<file path="src/rtl/oflow_mem_buffer_arbiter_pkg.sv">
// Shared types and widths for the history-frame MEM buffer arbiter.
package oflow_mem_arb_pkg;

   localparam int FRAME_W    = 8;
   localparam int OFFSET_W   = 6;
   localparam int DATA_WIDTH = 32;

   typedef enum logic [1:0] {
      IDLE  = 2'd0,
      WRITE = 2'd1,
      DONE  = 2'd2
   } arb_state_t;

   typedef struct packed {
      logic                  we;
      logic [FRAME_W-1:0]    frame;
      logic [OFFSET_W-1:0]   off0;
      logic [OFFSET_W-1:0]   off1;
      logic [DATA_WIDTH-1:0] d0;
      logic [DATA_WIDTH-1:0] d1;
   } mem_cmd_t;

endpackage

</file>
<file path="src/rtl/oflow_mem_buffer_arbiter_if.sv">
// Bundle of requester, read-side and MEM buffer signals around the arbiter.
interface oflow_mem_buffer_arbiter_if #(
   parameter int NUM_REQ = 4
);
   import oflow_mem_arb_pkg::*;

   logic                          frame_start;
   logic [FRAME_W-1:0]            frame_num;
   logic [OFFSET_W:0]             num_of_bbox_in_frame;
   logic [NUM_REQ-1:0]            wr_req;
   logic [NUM_REQ*DATA_WIDTH-1:0] wr_data_0;
   logic [NUM_REQ*DATA_WIDTH-1:0] wr_data_1;
   logic [NUM_REQ-1:0]            wr_gnt;
   logic                          rd_req;
   logic [FRAME_W-1:0]            rd_frame;
   logic [OFFSET_W-1:0]           rd_offset;
   logic                          rd_gnt;
   logic                          rd_valid;
   logic                          frame_done;
   logic                          err_overlap;
   logic                          mem_we;
   logic [FRAME_W-1:0]            mem_frame_num;
   logic [OFFSET_W-1:0]           mem_offset_0;
   logic [OFFSET_W-1:0]           mem_offset_1;
   logic [DATA_WIDTH-1:0]         mem_data_in_0;
   logic [DATA_WIDTH-1:0]         mem_data_in_1;

   modport slave (
      input  frame_start, frame_num, num_of_bbox_in_frame,
      input  wr_req, wr_data_0, wr_data_1,
      input  rd_req, rd_frame, rd_offset,
      output wr_gnt, rd_gnt, rd_valid, frame_done, err_overlap,
      output mem_we, mem_frame_num, mem_offset_0, mem_offset_1,
      output mem_data_in_0, mem_data_in_1
   );

   modport master (
      output frame_start, frame_num, num_of_bbox_in_frame,
      output wr_req, wr_data_0, wr_data_1,
      output rd_req, rd_frame, rd_offset,
      input  wr_gnt, rd_gnt, rd_valid, frame_done, err_overlap,
      input  mem_we, mem_frame_num, mem_offset_0, mem_offset_1,
      input  mem_data_in_0, mem_data_in_1
   );

endinterface

</file>
<file path="src/rtl/oflow_mem_buffer_arbiter_rr.sv">
// Combinational round-robin picker: first requester after 'last', wrapping.
module oflow_rr_arbiter #(
   parameter int NUM_REQ = 4
) (
   input  logic [NUM_REQ-1:0]                                req,
   input  logic [((NUM_REQ > 1) ? $clog2(NUM_REQ) : 1)-1:0] last,
   output logic [NUM_REQ-1:0]                                gnt,
   output logic [((NUM_REQ > 1) ? $clog2(NUM_REQ) : 1)-1:0] idx
);
   localparam int IDX_W = (NUM_REQ > 1) ? $clog2(NUM_REQ) : 1;

   logic [IDX_W-1:0] cand;
   logic             found;

   // NUM_REQ is a power of two, so index wrap is plain truncation.
   always_comb begin
      gnt   = '0;
      idx   = '0;
      found = 1'b0;
      cand  = '0;
      for (int i = 1; i <= NUM_REQ; i++) begin
         cand = last + IDX_W'(i);
         if (!found && req[cand]) begin
            found     = 1'b1;
            gnt[cand] = 1'b1;
            idx       = cand;
         end
      end
   end

endmodule

</file>
<file path="src/rtl/oflow_mem_buffer_arbiter.sv">
// Single-port MEM buffer arbiter: PE writes inside a frame window, reads win.
// Optional starvation guard enabled by defining OFLOW_ARB_STARVE_GUARD_EN.
//
// state | meaning
// IDLE  | no write window; only reads are arbitrated
// WRITE | window open for wr_frame; reads and PE writes arbitrated
// DONE  | all bboxes written; frame_done issued next cycle, back to IDLE
module oflow_mem_buffer_arbiter
   import oflow_mem_arb_pkg::*;
#(
   parameter int NUM_REQ = 4
`ifdef OFLOW_ARB_STARVE_GUARD_EN
   ,parameter int STARVE_LIMIT = 4
`endif
) (
   input logic                       clk,
   input logic                       reset_N,
   oflow_mem_buffer_arbiter_if.slave bus
);
   localparam int IDX_W = (NUM_REQ > 1) ? $clog2(NUM_REQ) : 1;
   localparam int PTR_W = OFFSET_W + 2;

   arb_state_t         state_q, state_d;
   logic [FRAME_W-1:0] wr_frame_q;
   logic [PTR_W-1:0]   wr_total_q;
   logic [PTR_W-1:0]   wr_ptr_q;
   logic [IDX_W-1:0]   rr_last_q;
   logic               err_q;

   mem_cmd_t           cmd_q, cmd_d;
   logic [NUM_REQ-1:0] wr_gnt_q, wr_gnt_d;
   logic               rd_gnt_q, rd_gnt_d;
   logic               rd_valid_q;
   logic               frame_done_q, frame_done_d;

   logic [NUM_REQ-1:0]    wr_req_eff;
   logic                  rd_req_eff;
   logic [NUM_REQ-1:0]    arb_gnt;
   logic [IDX_W-1:0]      arb_idx;
   logic                  wr_pending;
   logic                  force_wr;
   logic                  rd_win;
   logic                  wr_win;
   logic                  last_write;
   logic                  odd_tail;
   logic [DATA_WIDTH-1:0] win_d0;
   logic [DATA_WIDTH-1:0] win_d1;
   logic [OFFSET_W-1:0]   wr_off0;

   // A grant already on the output is masked so a held request is not granted twice.
   assign wr_req_eff = bus.wr_req & ~wr_gnt_q;
   assign rd_req_eff = bus.rd_req & ~rd_gnt_q;

   oflow_rr_arbiter #(
      .NUM_REQ (NUM_REQ)
   ) u_rr (
      .req  (wr_req_eff),
      .last (rr_last_q),
      .gnt  (arb_gnt),
      .idx  (arb_idx)
   );

   assign wr_pending = (state_q == WRITE) && (|wr_req_eff);

`ifdef OFLOW_ARB_STARVE_GUARD_EN
   localparam int CNT_W = $clog2(STARVE_LIMIT + 1);
   logic [CNT_W-1:0] starve_q;

   assign force_wr = (starve_q >= CNT_W'(STARVE_LIMIT));

   always_ff @(posedge clk or negedge reset_N) begin
      if (!reset_N) begin
         starve_q <= '0;
      end else if (wr_win) begin
         starve_q <= '0;
      end else if (rd_win && wr_pending && !force_wr) begin
         starve_q <= starve_q + CNT_W'(1);
      end
   end
`else
   assign force_wr = 1'b0;
`endif

   assign rd_win     = rd_req_eff && !(force_wr && wr_pending);
   assign wr_win     = wr_pending && !rd_win;
   assign last_write = wr_win && ((wr_ptr_q + PTR_W'(2)) >= wr_total_q);
   assign odd_tail   = (wr_ptr_q + PTR_W'(1)) == wr_total_q;
   assign wr_off0    = wr_ptr_q[OFFSET_W-1:0];
   assign win_d0     = bus.wr_data_0[int'(arb_idx)*DATA_WIDTH +: DATA_WIDTH];
   assign win_d1     = bus.wr_data_1[int'(arb_idx)*DATA_WIDTH +: DATA_WIDTH];

   always_ff @(posedge clk or negedge reset_N) begin
      if (!reset_N) begin
         state_q <= IDLE;
      end else begin
         state_q <= state_d;
      end
   end

   always_comb begin
      state_d = state_q;
      case (state_q)
         IDLE: begin
            if (bus.frame_start) begin
               state_d = (bus.num_of_bbox_in_frame == '0) ? DONE : WRITE;
            end
         end
         WRITE: begin
            if (last_write) state_d = DONE;
         end
         DONE:    state_d = IDLE;
         default: state_d = IDLE;
      endcase
   end

   // Decision for this cycle; registered so the MEM sees it next cycle.
   always_comb begin
      cmd_d        = cmd_q;
      cmd_d.we     = 1'b0;
      wr_gnt_d     = '0;
      rd_gnt_d     = 1'b0;
      frame_done_d = (state_q == DONE);
      if (rd_win) begin
         rd_gnt_d    = 1'b1;
         cmd_d.frame = bus.rd_frame;
         cmd_d.off0  = bus.rd_offset;
         cmd_d.off1  = bus.rd_offset + OFFSET_W'(1);
      end else if (wr_win) begin
         wr_gnt_d    = arb_gnt;
         cmd_d.we    = 1'b1;
         cmd_d.frame = wr_frame_q;
         cmd_d.off0  = wr_off0;
         cmd_d.off1  = odd_tail ? wr_off0 : wr_off0 + OFFSET_W'(1);
         cmd_d.d0    = win_d0;
         cmd_d.d1    = odd_tail ? win_d0 : win_d1;
      end
   end

   always_ff @(posedge clk or negedge reset_N) begin
      if (!reset_N) begin
         wr_frame_q <= '0;
         wr_total_q <= '0;
         wr_ptr_q   <= '0;
         rr_last_q  <= IDX_W'(NUM_REQ - 1);
         err_q      <= 1'b0;
      end else begin
         if (state_q == IDLE && bus.frame_start) begin
            wr_frame_q <= bus.frame_num;
            wr_total_q <= PTR_W'(bus.num_of_bbox_in_frame);
            wr_ptr_q   <= '0;
         end else if (wr_win) begin
            wr_ptr_q <= wr_ptr_q + PTR_W'(2);
         end
         if (wr_win) rr_last_q <= arb_idx;
         if (bus.frame_start && state_q != IDLE) err_q <= 1'b1;
      end
   end

   always_ff @(posedge clk or negedge reset_N) begin
      if (!reset_N) begin
         cmd_q        <= '0;
         wr_gnt_q     <= '0;
         rd_gnt_q     <= 1'b0;
         rd_valid_q   <= 1'b0;
         frame_done_q <= 1'b0;
      end else begin
         cmd_q        <= cmd_d;
         wr_gnt_q     <= wr_gnt_d;
         rd_gnt_q     <= rd_gnt_d;
         rd_valid_q   <= rd_gnt_q;
         frame_done_q <= frame_done_d;
      end
   end

   assign bus.wr_gnt        = wr_gnt_q;
   assign bus.rd_gnt        = rd_gnt_q;
   assign bus.rd_valid      = rd_valid_q;
   assign bus.frame_done    = frame_done_q;
   assign bus.err_overlap   = err_q;
   assign bus.mem_we        = cmd_q.we;
   assign bus.mem_frame_num = cmd_q.frame;
   assign bus.mem_offset_0  = cmd_q.off0;
   assign bus.mem_offset_1  = cmd_q.off1;
   assign bus.mem_data_in_0 = cmd_q.d0;
   assign bus.mem_data_in_1 = cmd_q.d1;

endmodule

</file>
<file path="src/flat_wrapper.sv">
// flat-port wrapper written by rule: the top's interface ports become plain ports
module oflow_mem_buffer_arbiter_flat import oflow_mem_arb_pkg::*;
#(
   parameter int NUM_REQ = 4

)
  (clk, reset_N, bus_frame_start, bus_frame_num, bus_num_of_bbox_in_frame, bus_wr_req, bus_wr_data_0, bus_wr_data_1, bus_rd_req, bus_rd_frame, bus_rd_offset, bus_wr_gnt, bus_rd_gnt, bus_rd_valid, bus_frame_done, bus_err_overlap, bus_mem_we, bus_mem_frame_num, bus_mem_offset_0, bus_mem_offset_1, bus_mem_data_in_0, bus_mem_data_in_1);
  oflow_mem_buffer_arbiter_if #(.NUM_REQ(NUM_REQ)) bus_i ();
  input logic clk;
  input logic reset_N;
  input wire logic [$bits(bus_i.frame_start)-1:0] bus_frame_start;
  input wire logic [$bits(bus_i.frame_num)-1:0] bus_frame_num;
  input wire logic [$bits(bus_i.num_of_bbox_in_frame)-1:0] bus_num_of_bbox_in_frame;
  input wire logic [$bits(bus_i.wr_req)-1:0] bus_wr_req;
  input wire logic [$bits(bus_i.wr_data_0)-1:0] bus_wr_data_0;
  input wire logic [$bits(bus_i.wr_data_1)-1:0] bus_wr_data_1;
  input wire logic [$bits(bus_i.rd_req)-1:0] bus_rd_req;
  input wire logic [$bits(bus_i.rd_frame)-1:0] bus_rd_frame;
  input wire logic [$bits(bus_i.rd_offset)-1:0] bus_rd_offset;
  output wire logic [$bits(bus_i.wr_gnt)-1:0] bus_wr_gnt;
  output wire logic [$bits(bus_i.rd_gnt)-1:0] bus_rd_gnt;
  output wire logic [$bits(bus_i.rd_valid)-1:0] bus_rd_valid;
  output wire logic [$bits(bus_i.frame_done)-1:0] bus_frame_done;
  output wire logic [$bits(bus_i.err_overlap)-1:0] bus_err_overlap;
  output wire logic [$bits(bus_i.mem_we)-1:0] bus_mem_we;
  output wire logic [$bits(bus_i.mem_frame_num)-1:0] bus_mem_frame_num;
  output wire logic [$bits(bus_i.mem_offset_0)-1:0] bus_mem_offset_0;
  output wire logic [$bits(bus_i.mem_offset_1)-1:0] bus_mem_offset_1;
  output wire logic [$bits(bus_i.mem_data_in_0)-1:0] bus_mem_data_in_0;
  output wire logic [$bits(bus_i.mem_data_in_1)-1:0] bus_mem_data_in_1;
  assign bus_i.frame_start = bus_frame_start;
  assign bus_i.frame_num = bus_frame_num;
  assign bus_i.num_of_bbox_in_frame = bus_num_of_bbox_in_frame;
  assign bus_i.wr_req = bus_wr_req;
  assign bus_i.wr_data_0 = bus_wr_data_0;
  assign bus_i.wr_data_1 = bus_wr_data_1;
  assign bus_i.rd_req = bus_rd_req;
  assign bus_i.rd_frame = bus_rd_frame;
  assign bus_i.rd_offset = bus_rd_offset;
  assign bus_wr_gnt = bus_i.wr_gnt;
  assign bus_rd_gnt = bus_i.rd_gnt;
  assign bus_rd_valid = bus_i.rd_valid;
  assign bus_frame_done = bus_i.frame_done;
  assign bus_err_overlap = bus_i.err_overlap;
  assign bus_mem_we = bus_i.mem_we;
  assign bus_mem_frame_num = bus_i.mem_frame_num;
  assign bus_mem_offset_0 = bus_i.mem_offset_0;
  assign bus_mem_offset_1 = bus_i.mem_offset_1;
  assign bus_mem_data_in_0 = bus_i.mem_data_in_0;
  assign bus_mem_data_in_1 = bus_i.mem_data_in_1;
  oflow_mem_buffer_arbiter #(.NUM_REQ(NUM_REQ)) u_core (.clk(clk), .reset_N(reset_N), .bus(bus_i));
endmodule
</file>
<file path="config.mk">
export PLATFORM = sky130hd
export DESIGN_NAME = oflow_mem_buffer_arbiter_flat
export DESIGN_NICKNAME = d
export VERILOG_FILES = /design/src/rtl/oflow_mem_buffer_arbiter_pkg.sv /design/src/rtl/oflow_mem_buffer_arbiter_if.sv /design/src/rtl/oflow_mem_buffer_arbiter_rr.sv /design/src/rtl/oflow_mem_buffer_arbiter.sv /design/src/flat_wrapper.sv
export SDC_FILE = /design/constraint.sdc
export NUM_CORES = 1
export LEC_CHECK = 0
export BUFFER_PORTS_ARGS = -buffer_cell sky130_fd_sc_hd__buf_4
export CAP_MARGIN = 20
export CORE_MARGIN = 2
export CORE_UTILIZATION = 25
export DETAILED_ROUTE_END_ITERATION = 12
export HOLD_SLACK_MARGIN = 0.05
export SYNTH_ARGS = -nofsm -noshare
export SYNTH_HDL_FRONTEND = slang
export SYNTH_SLANG_ARGS = --single-unit
</file>
<file path="constraint.sdc">
create_clock -name clk -period 8.85 [get_ports clk]
set_clock_uncertainty 0.2 [all_clocks]
set_input_delay 1.77 -clock clk [delete_from_list [all_inputs] [get_ports clk]]
set_output_delay 1.77 -clock clk [all_outputs]
set_load 0.05 [all_outputs]
</file>
# Yosys cells after proc, flatten, opt, wreduce, memory -nomap -nowiden
# Cells that the tools add are included.
# totals
ff_bits,120
input_bits,293
output_inout_bits,93
elab_cells,112
# op_classes
n_addsub,7
order_cmp,9
eq_ne,5
n_shift,2
n_mux,41
bitwise_logic,8
n_reduce_logical,24
# op_table
operator,n
$shiftx A128 B8 Y32,2
$mux W85,1
$mux W32,1
$mux W4,6
$mux W20,1
$mux W8,2
$mux W2,7
$mux W1,13
$add A6 B1 Y6 const B,2
$logic_and A1 B1 Y1,12
$lt A2 B3 Y1 const B,4
$or A4 B4 Y4,3
$add A8 B1 Y8 const B,1
$add A8 B2 Y8 const B,1
$bmux W1 S2,4
$demux W1 S2,4
$eq A8 B7 Y1,1
$ge A2 B1 Y1 const B,4
$ge A8 B7 Y1,1
$logic_not A7 Y1,1
$mux W6,1
$reduce_bool A2 Y1,3
$add A2 B2 Y2 const B,2
$and A4 B4 Y4,1
other kinds (13),18

# Logic depth before layout (Yosys ltp)
# logic_depth
word_depth,18
mapped_depth,14
ltp_nobuf,9

# Hierarchy
# From an unflattened synthesis, not the netlist that was laid out.
# unflattened
hier_cells,658
hier_area_um2,7188.1
# by_module_without_submodules
mod,instances,cells_each,area_per_inst_um2,seq_area_each_um2
oflow_mem_buffer_arbiter,1,599,6697.7,2980.4
oflow_rr_arbiter,1,59,490.5,0.0

# Worst setup path after synthesis
# No wires, ideal clock.
# synth_timing
path_type,input to register
start,in bus_wr_req[3]
end,reg u_core.cmd_q (netlist bit u_core.bus.mem_data_in_1[31])
setup_ps,135
t_arrival_ps,4140
required_time_ps,8515
path_slack_ps,4375
stages,11
n_path_buf,4
path_cell_list,nor2b_1 -> buf_2 -> mux4_2 -> o311a_1 -> buf_2 -> o21ai_4 -> buf_6 -> buf_6 -> mux2_2 -> o211ai_1 -> o211ai_1
# synth_between
elab_chain_cells,15
elab_cells_between_ends,29
classes_between,shift (2); mux (16); bitwise (1); reduce/logical (10)
# synth_rtl
element,line_no,rtl
"start, declared",flat_wrapper.sv:14,input wire logic [$bits(bus_i.wr_req)-1:0] bus_wr_req;
$and A4 B4 Y4 (*),oflow_mem_buffer_arbiter.sv:51,assign wr_req_eff = bus.wr_req & ~wr_gnt_q;
$bmux W1 S2,oflow_mem_buffer_arbiter_rr.sv:23,if (!found && req[cand]) begin
$mux W1 (implied by the code),oflow_mem_buffer_arbiter_rr.sv:23,
$mux W1,oflow_mem_buffer_arbiter_rr.sv:23,
$logic_not A1 Y1,oflow_mem_buffer_arbiter_rr.sv:23,
$logic_and A1 B1 Y1,oflow_mem_buffer_arbiter_rr.sv:23,
$mux W1,oflow_mem_buffer_arbiter_rr.sv:23,
$logic_not A1 Y1,oflow_mem_buffer_arbiter_rr.sv:23,
$logic_and A1 B1 Y1,oflow_mem_buffer_arbiter_rr.sv:23,
$mux W1,oflow_mem_buffer_arbiter_rr.sv:23,
$logic_not A1 Y1,oflow_mem_buffer_arbiter_rr.sv:23,
$logic_and A1 B1 Y1,oflow_mem_buffer_arbiter_rr.sv:23,
$mux W2,oflow_mem_buffer_arbiter_rr.sv:23,
"$shiftx A128 B8 Y32, on equally long branches","oflow_mem_buffer_arbiter.sv:90, oflow_mem_buffer_arbiter.sv:89",
$mux W32,oflow_mem_buffer_arbiter.sv:135,cmd_d.d1 = odd_tail ? win_d0 : win_d1;
"end signal, assigned",oflow_mem_buffer_arbiter.sv:167,cmd_q <= cmd_d;
"end, declared",oflow_mem_buffer_arbiter.sv:30,"mem_cmd_t cmd_q, cmd_d;"
# Every way passes the cells marked *; elsewhere a longest branch is shown, timed or not. The select of a mux whose other input is x is not followed.
# A chain may end at the register's enable or synchronous reset.

# Worst setup path after layout
# layout_timing
start,in bus_wr_req[2]
end,reg u_core.cmd_q (netlist bit u_core.bus.mem_data_in_1[9])
# Same word-level chain as after synthesis.

==> impl_metrics.toml <==
[detailed_routing]
initialDrtViolationCount = 461
drt-total-wl_mm = 29.99
ant_nets = 0
viasPerCell = 4.840
drc_errors = 0
num_vias = 7604
routedWlPerCell_um = 19.09
firstDrtPassIters = 5

[grt]
grt_usage = 0.1788
grt.busiest_layer = "met2"
grt-ovfl-total = 0
grt_max_degree = 77
grt_pass1_wl_mm = 45.66
grt_antenna_before_repair = 0
use_met1 = 0.2249
grtUsageMet2 = 0.3031
grt_pass1_vias = 7701
grtUsageMet3 = 0.04972

[yosys]
yosys.area.top_type = "dfrtp_1"
ys_types = 43
synth_seq_area_share = 0.3828
yosys-top-cells-area = "dfrtp_1, o211ai_1, mux2_2"
synth.avg_cell_area_um2 = 9.564
ys_seq_elements = 119
yosysTopAreaCellShare = 0.3761
ys_warn_count = 0
synth-edff-count = 0
async_flop_share = 1.000
syn-num-nets = 1124
netlist_area_um2 = 7785
syn_inst = 814
ys.flop_type = "dfrtp_1"

[worst_setup_path]
critPathArrivalTime_ps = 5000
r2r_slack_ps = 4250
timing.rr.end = "u_core.bus.mem_data_in_1[9]"
cp_max_fo = 51
required_ps = 8910
rr_worst_depth = 10
r2r_start = "u_core.rr_last_q[1]"
criticalPathCategory = "in -> reg"
start_kind = "input port"
cp-end-kind = "flip-flop"

[cells_and_area]
drive_gt1_frac = 0.4477
nNetsFinal = 1472
register_area_um2 = 2980
mostFrequentLayoutCells = "buf_4, o211ai_1, dfrtp_1"
layout_commonest_cell = "buf_4"
multi_input_area_um2 = 4409
antenna-diode-count = 0
syn2layout_area_growth_pct = 48.94
fillers = 3121

[sta]
tns_ps = 0
max_slew.worst_pin.slew_ps = 1014
max_freq_mhz = 202.4
finalSetupViolations = 0
fin_crit_ps = 4942
rsz0062_at_grt = "no"
hold_violations = 0
drv_slew = 0
period_share = 0.5584
maxSlewHeadroom = 0.3223

[pwr]
ir_drop_uv = 177.3
p_leak_nw = 5.471
sw_frac_of_total = 0.5119
p_int_mw = 2.383
p_clk_frac = 0.141
pwr-share-comb = 0.654
power_density_nw_per_um2 = 421.0
finalPower_mw = 4.881
seqPwrFrac = 0.204
p_switching_mw = 2.499

[die]
core_area_um2 = 30590
die-height_um = 180.5
die_w_um = 180.5
dieArea_um2 = 32570
io-pin-count = 386
start_util = 0.2545
placementRows = 64

[placement]
io_buffers = 385
dp_hpwl_mm = 22.18
place.gp.congestion = 0.9094

[cts]
holdBufCountCts = 0
h-tree-depth = 4
cts_setup_buffers = 0
clk-insertion-delay-late_ps = 420
numCtsBuffers = 17
ctsResizeCount = 0
cts_tree = "done"
cts.clk_slew.worst_paths_ps = 60
clock-sinks = 119
clock_path_buffers = 2
clock_tree.root_cell = "clkbuf_16"

[min_path]
hold_end = "u_core.bus.rd_valid"
min_path_type = "reg -> reg"
hold_path_startpoint = "u_core.bus.rd_gnt"
hold-path-cell-count = 0

[status]
status = "complete, no violations"

[run]
drv_cap = 0
-- cell type report --
class | count | area share
well taps | 396 | 0.04273
clock buffers | 17 | 0.03669
clock inverters | 15 | 0.01295
multi-input cells | 584 | 0.3803
flip-flops and latches | 119 | 0.2570
inverters | 45 | 0.01457
repair buffers | 395 | 0.2557
-- synth_stat cells (5+ instances only) --
library cell	instances
nand3_1	17
o21ai_1	17
ha_1	17
xor2_1	10
buf_6	5
mux2i_1	74
clkbuf_1	50
xnor2_1	5
o21a_1	5
nand2b_1	10
nor2_1	19
o211ai_1	129
mux2_2	80
o21ai_0	38
nor2b_1	8
dfrtp_1	117
nand2_1	100
a21oi_1	20
buf_2	5
inv_1	45
-- routing by layer --
metal	share of wire	wire length [um]
met1	0.42	12550
met2	0.49	14640
met3	0.080	2385
met4	0.014	415
met5	0	0
-- state kept, by name, summed over array words and instances, names as in the netlist --
| register | cells |
|---|---|
| u_core.rr_last_q | 2 |
| u_core.bus.rd_gnt | 1 |
| u_core.state_q | 2 |
| u_core.wr_total_q | 7 |
| u_core.bus.mem_offset_1 | 6 |
| u_core.bus.mem_we | 1 |
| u_core.bus.frame_done | 1 |
| u_core.wr_ptr_q | 7 |
| u_core.wr_frame_q | 8 |
| u_core.bus.mem_frame_num | 8 |
| u_core.bus.mem_offset_0 | 6 |
| u_core.bus.mem_data_in_0 | 32 |
| u_core.bus.rd_valid | 1 |
| u_core.bus.mem_data_in_1 | 32 |
| u_core.bus.err_overlap | 1 |
| u_core.bus.wr_gnt | 4 |
-- power by group through the flow --
stage / clock network (mW) / registers [mW] / logic [mW]
global route: 0.735 / 1.04 / 3.44
global placement: 0 / 0.996 / 3.19
finish: 0.689 / 0.998 / 3.19
detailed placement: 0 / 1.01 / 3.23
CTS: 0.712 / 1.00 / 3.24
floorplan: 0 / 1.64 / 1.66
-- worst max-delay path by stage --
| stage | from | depth (start not counted) | end | slack, ps |
|---|---|---|---|---|
| 4_1_cts | bus_wr_req[2] | 10 | u_core.bus.mem_data_in_1[9] | 3940 |
| 6_report | bus_wr_req[2] | 10 | u_core.bus.mem_data_in_1[9] | 3910 |
| 3_3_place_gp | bus_wr_req[2] | 10 | u_core.bus.mem_data_in_1[9] | 3590 |
| 3_5_place_dp | bus_wr_req[2] | 10 | u_core.bus.mem_data_in_1[9] | 3490 |
| 2_1_floorplan | bus_wr_req[3] | 11 | u_core.bus.mem_data_in_1[31] | 4370 |
| 5_1_grt | bus_wr_req[1] | 9 | u_core.bus.mem_data_in_1[21] | 3760 |
-- critical path, stage by stage --
cell and delay (ps):
buf_4 120, nor2b_1 210, mux4_2 590, o311a_2 360, buf_4 270, o21ai_4 220
buf_4 670, mux2_2 420, o211ai_1 160, o211ai_1 120
-- cell families after synthesis --
kind of cell,after synthesis,share of synthesized area
xor gates and xnor gates,15,0.01687
adders and majority gates,17,0.02732
muxes,157,0.2195
AOI/OAI and AO/OA,229,0.1999
DFF,119,0.3828
and+or+nand+nor,166,0.09290
buffers and inverters,111,0.06059
-- metrics by stage --
step,std cells,setup slack (ps),hold WS [ps],utilization,cell area (um2)
6_report,1571,3908,248.9,0.3790,11590
5_1_grt,1571,3764,270.7,0.3790,11590
4_1_cts,1571,3939,258.2,0.3790,11590
3_5_place_dp,1539,3492,238.1,0.3602,11020
3_3_place_gp,1539,3587,249.1,0.3602,11020
2_1_floorplan,814,4375,233.7,-,7785
Note: power is estimated with default switching activity, not from simulation.
